`src/rtl/logic_gate_pipe.sv`:
```
// logic_gate_pipe: pipelined bitwise gate unit with valid/ready handshake.
// Eight gate functions, including an OR-accumulate across a burst, feed a
// two-entry output buffer (output register plus skid register) so the
// input side can absorb one extra beat while the consumer stalls.
module logic_gate_pipe #(
  parameter int WIDTH = 8
) (
  input  logic             clk,
  input  logic             rst_n,
  input  logic             in_valid,
  output logic             in_ready,
  input  logic [WIDTH-1:0] a,
  input  logic [WIDTH-1:0] b,
  input  logic [2:0]       op,
  input  logic             in_last,
  output logic             out_valid,
  input  logic             out_ready,
  output logic [WIDTH-1:0] y,
  output logic             out_last
);

  // Occupancy of the output register / skid register pair.
  typedef enum logic [1:0] {
    ST_EMPTY = 2'd0,
    ST_ONE   = 2'd1,
    ST_FULL  = 2'd2
  } state_t;

  state_t state_q, state_d;

  logic [WIDTH-1:0] or_data_q, or_data_d;
  logic             or_last_q, or_last_d;
  logic [WIDTH-1:0] sk_data_q, sk_data_d;
  logic             sk_last_q, sk_last_d;
  logic [WIDTH-1:0] acc_q, acc_d;

  logic             accept;
  logic             consume;
  logic             produce;
  logic             is_acc_op;
  logic [WIDTH-1:0] result;

  assign accept    = in_valid && in_ready;
  assign consume   = out_valid && out_ready;
  assign is_acc_op = (op == 3'd6);
  // An accumulate beat only yields a result when it closes the burst.
  assign produce   = accept && !(is_acc_op && !in_last);

  // Gate function selected by op; the accumulate case folds in the running OR.
  always_comb begin
    result = '0;
    case (op)
      3'd0:    result = a | b;
      3'd1:    result = a & b;
      3'd2:    result = a ^ b;
      3'd3:    result = ~(a | b);
      3'd4:    result = ~(a & b);
      3'd5:    result = ~(a ^ b);
      3'd6:    result = acc_q | a | b;
      default: result = a;
    endcase
  end

  // Accumulator only moves on accepted accumulate beats; the closing beat clears it.
  always_comb begin
    acc_d = acc_q;
    if (accept && is_acc_op) begin
      if (in_last) begin
        acc_d = '0;
      end else begin
        acc_d = acc_q | a | b;
      end
    end
  end

  // State register for buffer occupancy.
  always_ff @(posedge clk or negedge rst_n) begin
    if (!rst_n) begin
      state_q <= ST_EMPTY;
    end else begin
      state_q <= state_d;
    end
  end

  // Next occupancy from result production and consumer acceptance.
  always_comb begin
    state_d = state_q;
    case (state_q)
      ST_EMPTY: begin
        if (produce) state_d = ST_ONE;
      end
      ST_ONE: begin
        if (produce && !consume)      state_d = ST_FULL;
        else if (!produce && consume) state_d = ST_EMPTY;
      end
      ST_FULL: begin
        if (consume) state_d = ST_ONE;
      end
      default: state_d = ST_EMPTY;
    endcase
  end

  // Handshake outputs come from registered state only, never from out_ready.
  always_comb begin
    in_ready  = (state_q != ST_FULL);
    out_valid = (state_q != ST_EMPTY);
    y         = or_data_q;
    out_last  = or_last_q;
  end

  // Steer new results into the output or skid register, and shift skid forward.
  always_comb begin
    or_data_d = or_data_q;
    or_last_d = or_last_q;
    sk_data_d = sk_data_q;
    sk_last_d = sk_last_q;
    case (state_q)
      ST_EMPTY: begin
        if (produce) begin
          or_data_d = result;
          or_last_d = in_last;
        end
      end
      ST_ONE: begin
        if (produce && consume) begin
          or_data_d = result;
          or_last_d = in_last;
        end else if (produce) begin
          sk_data_d = result;
          sk_last_d = in_last;
        end
      end
      ST_FULL: begin
        if (consume) begin
          or_data_d = sk_data_q;
          or_last_d = sk_last_q;
        end
      end
      default: begin
        or_data_d = or_data_q;
      end
    endcase
  end

  // Datapath registers; reset discards buffered results and any partial burst.
  always_ff @(posedge clk or negedge rst_n) begin
    if (!rst_n) begin
      or_data_q <= '0;
      or_last_q <= 1'b0;
      sk_data_q <= '0;
      sk_last_q <= 1'b0;
      acc_q     <= '0;
    end else begin
      or_data_q <= or_data_d;
      or_last_q <= or_last_d;
      sk_data_q <= sk_data_d;
      sk_last_q <= sk_last_d;
      acc_q     <= acc_d;
    end
  end

endmodule
```
`config.mk`:
```
export PLATFORM = sky130hd
export DESIGN_NAME = logic_gate_pipe
export DESIGN_NICKNAME = d
export VERILOG_FILES = /design/src/rtl/logic_gate_pipe.sv
export SDC_FILE = /design/constraint.sdc
export NUM_CORES = 1
export LEC_CHECK = 0
export CORE_MARGIN = 2
export CORE_UTILIZATION = 64
export CTS_BUF_LIST = sky130_fd_sc_hd__clkbuf_8
export CTS_CLUSTER_SIZE = 16
export DETAILED_ROUTE_END_ITERATION = 8
export DONT_BUFFER_PORTS = 1
export GPL_TIMING_DRIVEN = 0
export HOLD_SLACK_MARGIN = 0.15
export PLACE_DENSITY = 0.86
export SYNTH_ARGS = -nofsm -noshare
export SYNTH_HDL_FRONTEND = slang
export SYNTH_SLANG_ARGS = --single-unit
```
`constraint.sdc`:
```
create_clock -name clk -period 1.6 [get_ports clk]
set_clock_uncertainty 0.1 [all_clocks]
set_input_delay 0.24 -clock clk [delete_from_list [all_inputs] [get_ports clk]]
set_output_delay 0.24 -clock clk [all_outputs]
set_load 0.01 [all_outputs]
```
# Yosys cells after proc, flatten, opt, wreduce, memory -nomap -nowiden
# Cells that the tools add are included.
# totals
reg_bits	28
out_inout_bits	11
input_bits	24
# op_classes
n_eq_ne	13
n_bitwise	9
reduce_logical	19
mux	15
# op_table
operator	count
8-bit one-hot mux with 7 select lines	1
8-bit two-way mux	4
8-bit inverter	3
8-bit bitwise OR	3
8-bit one-hot mux with 3 select lines	1
3-bit equality test (second input constant)	3
8-bit bitwise AND	1
1-bit logical AND	8
2-bit two-way mux	4
2-bit inequality test (second input constant)	4
8-bit bitwise XOR	1
3-bit by 2-bit equality test with 1-bit output (second input constant)	2
2-bit one-hot mux with 3 select lines	1
3-bit AND reduction	2
1-bit zero test	4
4-bit AND reduction	1
3-bit by 1-bit equality test with 1-bit output (second input constant)	1
3-bit zero test	1
1-bit two-way mux	3
3-bit inequality test (second input constant)	1
1-bit one-hot mux with 3 select lines	1
3-bit nonzero test	1
2-bit by 1-bit equality test with 1-bit output (second input constant)	1
2-bit equality test (second input constant)	1
3 further kinds	3

# Logic depth before layout (Yosys ltp)
# Gate-level depths: netlist (run 1).
# logic_depth
ltp_word	9
ltp_mapped	7
depth_no_buf	7

# Least setup slack after synthesis (run 1)
# No wires, ideal clock.
# synth_timing
path_type	in2reg
startpoint	in op[0]
endpoint	reg sk_last_q
setup_ns	0.125
setup_slack_ns	0.094
arrival_ns	1.281
stages	5
path_buffers	1
path_cell_list	buf_6 nand4bb_4 and3b_1 o21ai_2 mux2_2
# synth_via
elab_chain_cells	7
# synth_lines
element	line	rtl
start: declaration	14	input logic [2:0] op,
3-bit equality test (*)	45	assign is_acc_op = (op == 3'd6);
1-bit logical AND (*)	47	assign produce = accept && !(is_acc_op && !in_last);
1-bit zero test (*)	47	
1-bit logical AND (*)	47	
1-bit logical AND	125	if (produce && consume) begin
1-bit inverter (no line)	-	
3-bit AND reduction (no line) (*)	-	
end signal: assignment	157	sk_last_q <= sk_last_d;
end: declaration	34	logic sk_last_q, sk_last_d;
# Mark *: on every way between the ends. The rest lies on a longest branch, timed or not.
# A chain may end at the register's enable or synchronous reset.

# Final worst setup path (run 1)
# layout_timing
startpoint	reg state_q[1]
endpoint	reg or_data_q[4] (netlist: y[4])
# layout_via
elab_chain_cells	6
elab_cells_between_ends	15
classes_between	eq/ne: 6; mux: 1; reduce/logical: 8
# layout_lines
element	line	rtl
start: declaration	29	state_t state_q, state_d;
start signal: assignment	81	state_q <= state_d;
2-bit inequality test	105	in_ready = (state_q != ST_FULL);
1-bit logical AND	43	assign accept = in_valid && in_ready;
1-bit logical AND	47	
1-bit logical AND	125	
2-bit inequality test (no line)	-	
4-bit AND reduction (no line)	-	
end signal: assignment	154	or_data_q <= or_data_d;
end: declaration	31	logic [WIDTH-1:0] or_data_q, or_data_d;
# Several ways; a longest one is shown, not always the timed one.

==> summary.md, run 1 <==
| Metric | Value |
|---|---|
| Status | completed |
| Most used flip-flop cell after synthesis | dfrtp_1 |
| Library cells used by synthesis | 61 |
| Total Wirelength | 6.38 mm |
| RSZ-0062 raised after global routing | true |
| Vias | 2203 |
| Data arrival, critical path | 1.58 ns |
| Synth Instances | 269 |
| GR Util All Layers | 31.5% |
| Placed cell area | 0.00236 mm² |
| Inst Count DP | 315 |
| Critical path data required time | 1.66 ns |
| Layout area overhead | 21.1% |
| Root Buffer | clkbuf_8 |
| Fmax | 656 MHz |
| CP Max Fanout | 9 |
| Reg clk slew, reported paths | 0.11 ns |
| RePlAce Congestion | 0.860 |
| Setup Viol. Count Final | 0 |
| H-tree levels | 1 |
| Final Non-Filler Cells | 350 |
| TNS Setup | 0 ns |
| Setup crit end kind | flip-flop |
| Ys async rst share | 100% |
| DIE AREA | 0.00410 mm² |
| Core Area | 0.00339 mm² |
| Design area | 0.00279 mm² |
| Pleak | 1.26 nW |
| Diode count | 0 |
| Slew HR | 72.9% |
| Layout Utilization | 82.3% |
| Detail Route Antenna Nets | 0 |
| CP Cell Sequence | nand4b_4 > a22o_1 > buf_4 > a32oi_1 > o31ai_1 |
| Drt wl/cell | 18.2 µm |
| First drt pass iteration count | 4 |
| TritonCTS Buffers | 3 |
| Drc violations | 0 |
| CP startpoint kind | flip-flop |
| Critical path class | reg2reg |
| Synthesized cell area | 0.00230 mm² |
| Row cnt | 21 |
| Clk buf depth | 2 |
| Slowest Stage Delay on Critical Path | 0.45 ns |
| Syn Area/Cell | 8.57 µm² |
| Peak VDD IR | 0.630 mV |
| Fin. max-slew vios | 0 |
| R2R Setup Slk | 0.08 ns |
| Width of the die | 64.0 µm |
| Crit-path slowest cell | dfrtp_2 |
| Clock sinks | 28 |
| Vias in the first global route | 2070 |
| Period minus WS final | 1.52 ns |
| Die height | 64.0 µm |
| Post-synthesis sequential area ratio | 30.4% |
| P per Cell Area | 1070 mW/mm² |
| 1st-iter DRT viols | 204 |
| Global route overflow | 0 |
| Clk_lat worst skew | 0.29 ns |
| Most frequent cells in the layout | 28 x inv_1, 26 x dfrtp_1, 22 x nand2_1, 21 x o21ai_0, 20 x nor2_1 |
| Count of state elements after synthesis | 28 |
| Period utilization | 95.2% |
| Mapped Nets | 309 |
| WHS | 0.164 ns |
| Most common cell after layout, fill and taps aside | inv_1 |
| # nets final | 345 |
| EDFF count, synth | 0 |
| Buf/Inv on CP | 1 |
| Pin slew with the least headroom to its limit | 0.404 ns |
| Maxcap violations | 0 |
| IO buf count | 0 |
| First-pass GRT wire length | 9.94 mm |
| Top delay family on crit path | compound AO/OA/AOI/OAI gates |
| Initial antenna violation count | 0 |
| Detailed placer's ending HPWL | 4.05 mm |
| Worst Hold Class | in2reg |
| Largest net degree at the start of global routing | 29 |
| # IOs | 35 |
| Initial Utilization | 68.0% |
| Layout cell share with drive strength beyond 1 | 20.4% |
| Synth warnings | 0 |
| Final Hold Fails | 0 |
| DR vias/cell | 6.29 |
| CTS tree | yes |
==> registers in the layout, summed over array words and instances, names as in the netlist <==
| name | cells |
|---|---|
| acc_q | 8 |
| out_last | 1 |
| sk_data_q | 8 |
| sk_last_q | 1 |
| state_q | 2 |
| y | 8 |
==> Yosys cell counts, types with 2 or more instances <==
cell / count / area (µm²)
nand2b_1: 3 / 18.8
buf_4: 4 / 30.0
o22ai_1: 2 / 12.5
and2_1: 4 / 25.0
mux2_2: 3 / 33.8
mux2i_1: 9 / 90.1
a31oi_1: 2 / 12.5
o21bai_1: 2 / 15.0
buf_2: 5 / 25.0
ha_1: 16 / 200
nor3_1: 11 / 55.1
a21oi_1: 17 / 85.1
nand3_1: 3 / 15.0
o31ai_1: 6 / 45.0
nor2_2: 2 / 12.5
nor4_1: 3 / 18.8
nor2b_1: 3 / 18.8
nand2_1: 23 / 86.3
o221ai_1: 2 / 17.5
buf_6: 2 / 22.5
dfrtp_1: 28 / 701
o21ai_1: 8 / 40.0
a2111oi_2: 2 / 30.0
nor2_1: 20 / 75.1
or2_2: 2 / 12.5
inv_1: 28 / 105
o21ai_0: 21 / 105
a32o_1: 3 / 30.0
nand3b_1: 3 / 22.5
==> layer usage <==
metal,share of wire [%],vias to the layer above,global-route usage [%]
met5,0,-,0
met4,1.3,0,8.97
met3,6.1,8,3.87
met2,51,89,54.8
met1,41,1079,41.0
li1,-,1027,-
==> power by group <==
part           internal, mW  switching (mW)  total [mW]
Clock                 0.335           0.247       0.583
Combinational         0.547           0.594        1.14
Sequential             1.01           0.255        1.26
Total                  1.89            1.10        2.98
==> through the flow <==
step | total power [mW] | setup WS (ns)
floorplan | 1.95 | 0.0940
global placement | 2.11 | -0.314
detailed placement | 2.17 | -0.331
CTS | 2.83 | -0.00558
global route | 3.16 | -0.0159
finish | 2.98 | 0.0766
==> worst reg2reg max path: cells and delay by family (launching register included) <==
kind                   cells  cell delay (ns)
AOI/OAI and AO/OA          3             0.49
DFF                        1             0.45
and+or+nand+nor            1             0.20
buffers and inverters      1             0.17
==> area by class of cell <==
cell class,instances,area [µm²]
multi-input cells,198,1450
flip-flops and latches,28,703
fillers,217,599
repair buffers,30,285
inverters,30,120
plain buffers,13,103
well taps,46,57.6
clock buffers,3,41.3
clock inverters,1,30.0
repair inverters,1,5.00
==> logic make-up after synthesis <==
family,count (synthesis),synth area share (%)
fa+ha+maj,16,8.69
compound gates,81,24.9
buf+inv,43,9.17
simple gates,87,20.5
mux,13,6.03
xor+xnor,1,0.380
flops,28,30.4
==> path summary, 6_finish.rpt <==
check / from / to / depth (start not counted)
min reg2reg: sk_data_q[2] / sk_data_q[2] / 2
max: state_q[1] / y[4] / 5
min in group asynchronous: rst_n / acc_q[0] / 2
max reg2reg: state_q[1] / y[4] / 5
min: a[7] / sk_data_q[7] / 3
max in group asynchronous: rst_n / state_q[1] / 2
==> timing repair <==
action | CTS | global route
gates cloned | 0 | 1
endpoints found under the setup margin | 18 | 24
hold endpoints to repair | 41 | 0
hold buffers | 20 | 0
pin swaps | 2 | 5
resized for setup | 6 | 13
buffers inserted | 3 | 7
No activity file was read; power rests on OpenSTA's default activity.
==> run 2: changes to the inputs <==
Settings changed: SLEW_MARGIN from default to 20.
Clock period 1.6 ns to 1.76 ns, I/O delays scaled along.
==> run 2 against run 1 <==
Effect of this change:
- clock-buffer cell count did not move
- maximum frequency shrank 8.4%
- design area shrank 3.7%
- worst hold slack gained 0.025 ns
- combinational power fell by 22%
- routed wire length is 4.8% lower
- sequential cell count did not move
- non-clock buffer count decreased by 8
- register-to-register slack improved by 0.02 ns
- highest routed layer unchanged
==> summary.md, run 2 (synthesis gave the netlist of run 1 again) <==
| Metric | Value |
|---|---|
| Status | completed |
| Worst reg2reg startpoint | state_q[1] |
| Inst Count DP | 315 |
| Vias | 2140 |
| Total design power | 2.57 mW |
| Clk buf depth | 2 |
| Worst r2r path cells | 4 |
| Critical path data required time | 1.83 ns |
| Clock sinks | 28 |
| Period minus WS final | 1.66 ns |
| Design area | 0.00269 mm² |
| Hold endpoint | sk_data_q[7] |
| Worst Hold Class | in2reg |
| Drc violations | 0 |
| P per Cell Area | 956 mW/mm² |
| Layout cell share with drive strength beyond 1 | 15.3% |
| Root Buffer | clkbuf_8 |
| Core Area | 0.00339 mm² |
| Final Non-Filler Cells | 341 |
| Data arrival, critical path | 1.73 ns |
| Clock power frac | 20.7% |
| Worst setup margin | 0.0969 ns |
| Vias in the first global route | 2058 |
| DR vias/cell | 6.28 |
| Sw power | 943 µW |
| Detailed placer's ending HPWL | 4.05 mm |
| Combinational group share of total power | 34.8% |
| Initial Utilization | 68.0% |
| Pre-CTS setup slack | -0.171 ns |
| Hold path cells | 3 |
| R2R Setup Slk | 0.1 ns |
| CP Max Fanout | 8 |
| Most frequent cells in the layout | 28 x inv_1, 28 x dfrtp_1, 23 x nand2_1, 21 x o21ai_0 |
| Layout area overhead | 16.6% |
| Worst Hold Launch | a[7] |
| CP startpoint kind | flip-flop |
| Sequential fraction of design power | 44.5% |
| Width of the die | 64.0 µm |
| Row cnt | 21 |
| Peak VDD IR | 0.559 mV |
| Total Wirelength | 6.07 mm |
| Period utilization | 94.5% |
| # nets final | 336 |
| GR Util All Layers | 31.3% |
| TNS Setup | 0 ns |
| Setup Viol. Count Final | 0 |
| Internal power | 1.63 mW |
| Maxcap violations | 0 |
| H-tree levels | 1 |
| Diode count | 0 |
| Initial antenna violation count | 0 |
| IO buf count | 0 |
| Detail Route Antenna Nets | 0 |
| Slew HR | 75.3% |
| CTS tree | yes |
| Largest net degree at the start of global routing | 29 |
| Die height | 64.0 µm |
| Global route overflow | 0 |
| # IOs | 35 |
| Final Hold Fails | 0 |
| Pin slew with the least headroom to its limit | 0.370 ns |
| Critical path class | reg2reg |
| Pleak | 1.21 nW |
| First-pass GRT wire length | 9.88 mm |
| Reg clk slew, reported paths | 0.11 ns |
| First drt pass iteration count | 4 |
| Clk_lat worst skew | 0.29 ns |
| Placed cell area | 0.00236 mm² |
| RePlAce Congestion | 0.860 |
| DIE AREA | 0.00410 mm² |
| Drt wl/cell | 17.8 µm |
| Setup crit end kind | flip-flop |
| TritonCTS Buffers | 3 |
| Fin. max-slew vios | 0 |
| 1st-iter DRT viols | 135 |
| R2R Path End | sk_last_q |
| Fmax | 601 MHz |
| Sw frac | 36.7% |
==> run 2: cell count changes in the layout (fill, tap and decap cells not counted), moves of 2 or more <==
cell,change
nor4_2,-2
buf_4,-11
dfrtp_1,+2
dfrtp_2,-2
nor4_1,+2
==> run 2: how the worst max path moves through the flow <==
stage,start,depth (start not counted),end
after floorplan,op[0],5,sk_last_q
after global placement,state_q[1],7,acc_q[4]
after detailed placement,state_q[1],7,acc_q[3]
after CTS,state_q[1],7,acc_q[2]
after global routing,state_q[1],6,sk_data_q[5]
final,state_q[1],4,sk_last_q
==> run 2: layout make-up <==
type,count,area (µm²)
Inverter,30,118
Fill cell,232,703
Timing Repair Buffer,22,228
Clock inverter,1,30.0
Tap cell,46,57.6
Multi-Input combinational cell,198,1410
Clock buffer,3,41.3
Sequential cell,28,701
Buffer,13,97.6
==> run 2: metal layers <==
metal	up-vias	track usage [%]	share of wire, %
met3	8	3.87	7.4
met2	88	54.6	51
met1	1033	40.5	40
met5	-	0	0
met4	0	8.97	1.4
li1	1011	-	-
==> run 2: per-stage QoR <==
step | hold WS, ns | utilization, %
floorplan | -0.132 | -
global placement | -0.131 | 69.7
detailed placement | -0.131 | 69.7
CTS | 0.158 | 78.4
global route | 0.210 | 79.3
finish | 0.189 | 79.3
==> run 2: power groups by stage <==
stage	Clock, mW	Combinational, mW	Sequential [mW]
2_1_floorplan	0	0.669	1.10
3_3_place_gp	0	0.781	1.14
3_5_place_dp	0	0.814	1.15
4_1_cts	0.531	0.875	1.14
5_1_grt	0.554	1.01	1.17
6_report	0.531	0.894	1.14
==> run 2: critical path, stage by stage (launching register included) <==
cell	delay (ns)
dfrtp_1	0.46
nand2_1	0.17
nor2_1	0.09
o21ai_2	0.35
mux2_2	0.38
==> run 2: timing repair <==
item,in CTS,in global routing
cloned,0,0
endpoints found under the setup margin,8,11
setup buffers,1,0
pin swaps,1,0
hold endpoints to repair,40,1
gates resized for setup,1,5
hold buffers,20,1
==> run 3: changes to the inputs <==
Settings changed: CORE_ASPECT_RATIO from default to 0.9.
==> run 3 against run 2 <==
Effect of this change:
- worst setup slack better by 0.0027 ns
- clock-buffer cell count rose by 1
- power decreased by 4.2%
- clock power down 24%
- design area decreased by 1.4%
- sequential share of layout area up 0.37 points
- via count fell by 0.47%
- first-iteration DRC count down 3.0%
- routed wire length decreased by 3.3%
- worst hold slack worse by 0.045 ns
- global-route usage shrank 0.21 points
==> summary.md, run 3 (synthesis gave the netlist of run 1 again) <==
| Metric | Value |
|---|---|
| Clk buf depth | 2 |
| Vias | 2130 |
| Total Wirelength | 5.87 mm |
| Status | completed |
| WHS | 0.144 ns |
| Vias in the first global route | 2116 |
| Width of the die | 67.3 µm |
| CP Max Fanout | 9 |
| DR vias/cell | 6.32 |
| Initial antenna violation count | 0 |
| # IOs | 35 |
| Setup Viol. Count Final | 0 |
| TritonCTS Buffers | 3 |
| Core Area | 0.00340 mm² |
| Reg clk slew, reported paths | 0.10 ns |
| Die height | 60.9 µm |
| Detail Route Antenna Nets | 0 |
| Critical path data required time | 1.86 ns |
| GR Util All Layers | 31.1% |
| CP startpoint kind | flip-flop |
| Detailed placer's ending HPWL | 3.94 mm |
| Fmax | 602 MHz |
| CTS tree | yes |
| Fin. max-slew vios | 0 |
| Final Hold Fails | 0 |
| P per Cell Area | 929 mW/mm² |
| DIE AREA | 0.00410 mm² |
| Setup crit end kind | flip-flop |
| Layout Utilization | 77.8% |
| RePlAce Congestion | 1.02 |
| Critical path class | reg2reg |
| Pleak | 1.20 nW |
| Peak VDD IR | 0.762 mV |
| Period utilization | 94.3% |
| 1st-iter DRT viols | 131 |
| First drt pass iteration count | 4 |
| Most frequent cells in the layout | 28 x inv_1, 28 x dfrtp_1, 23 x nand2_1, 21 x o21ai_0, 20 x nor2_1 |
| Slew HR | 74.2% |
| Worst Hold Class | in2reg |
| Period minus WS final | 1.66 ns |
| Clock sinks | 28 |
| # nets final | 334 |
| Row cnt | 20 |
| Initial Utilization | 67.7% |
| Diode count | 0 |
| Maxcap violations | 0 |
| Layout area overhead | 14.9% |
| Data arrival, critical path | 1.76 ns |
| IO buf count | 0 |
| Root Buffer | clkbuf_8 |
| RSZ-0062 raised after global routing | false |
| Drt wl/cell | 17.4 µm |
| Largest net degree at the start of global routing | 29 |
| Clk_lat worst skew | 0.28 ns |
| Pin slew with the least headroom to its limit | 0.382 ns |
| H-tree levels | 1 |
| First-pass GRT wire length | 9.67 mm |
| Layout cell share with drive strength beyond 1 | 15.0% |
| Drc violations | 0 |
| Global route overflow | 0 |
-- run 3: changes by cell type in the layout (fill, tap and decap cells not counted) --
cell | previous run | this run
dlygate4sd3_1 | 20 | 18
bufinv_16 | 1 | 0
clkbuf_8 | 3 | 4
nor4_1 | 2 | 3
nor4_2 | 1 | 0
o21ai_2 | 1 | 0
o21ai_4 | 0 | 1
-- run 3: routing by layer --
metal	routed length, µm	global-route usage, %	up-vias
li1	-	-	1010
met1	2440	41.3	1018
met2	2890	53.0	92
met3	461	6.12	10
met4	76	6.41	0
met5	0	0	-
-- run 3: metrics by stage --
step | instances | area, µm² | power (mW) | setup slack (ns) | TNS, ns
after floorplan | 269 | 2300 | 1.77 | 0.230 | 0
after global placement | 313 | 2360 | 1.92 | -0.124 | -0.942
after detailed placement | 313 | 2360 | 1.96 | -0.185 | -1.40
after CTS | 337 | 2630 | 2.41 | 0.0252 | 0
after global routing | 337 | 2650 | 2.64 | 0.00739 | 0
final | 337 | 2650 | 2.46 | 0.0996 | 0
-- run 3: power by group --
part / switching, mW / leakage, nW / internal (mW)
Combinational: 0.499 / 0.835 / 0.407
Clock: 0.201 / 0.0288 / 0.200
Sequential: 0.241 / 0.334 / 0.912
Total: 0.941 / 1.20 / 1.52
-- run 3: repair_timing --
action                                 CTS  global route
endpoints found under the hold margin   40             0
resized for setup                        1             5
hold buffers                            19             0
buffers inserted                         1             0
setup endpoints to repair                8            13
pin swaps                                1             0
-- run 3: final timing paths --
kind	startpoint	end	cells after the start	slack, ns
worst min-delay path	out_ready	state_q[0]	3	0.14
min in group asynchronous	rst_n	acc_q[6]	2	0.35
worst max-delay path	state_q[1]	acc_q[7]	7	0.1
worst min register to register	sk_data_q[2]	sk_data_q[2]	2	0.39
worst max register to register	state_q[1]	acc_q[7]	7	0.1
max in group asynchronous	rst_n	sk_data_q[1]	2	1.04
-- run 3: cell type report --
cell class	instances	area, µm²
multi-input cells	198	1420
fillers	249	754
flip-flops and latches	28	701
repair buffers	20	208
inverters	30	118
plain buffers	13	97.6
clock buffers	4	55.1
well taps	44	55.1
-- run 3: worst max-delay path, stage by stage, from the launching register on --
cell,delay (ns)
dfrtp_1,0.47
nor2b_4,0.25
inv_4,0.09
nand2_1,0.13
nor2_4,0.06
and2_1,0.15
buf_2,0.18
a21oi_1,0.15
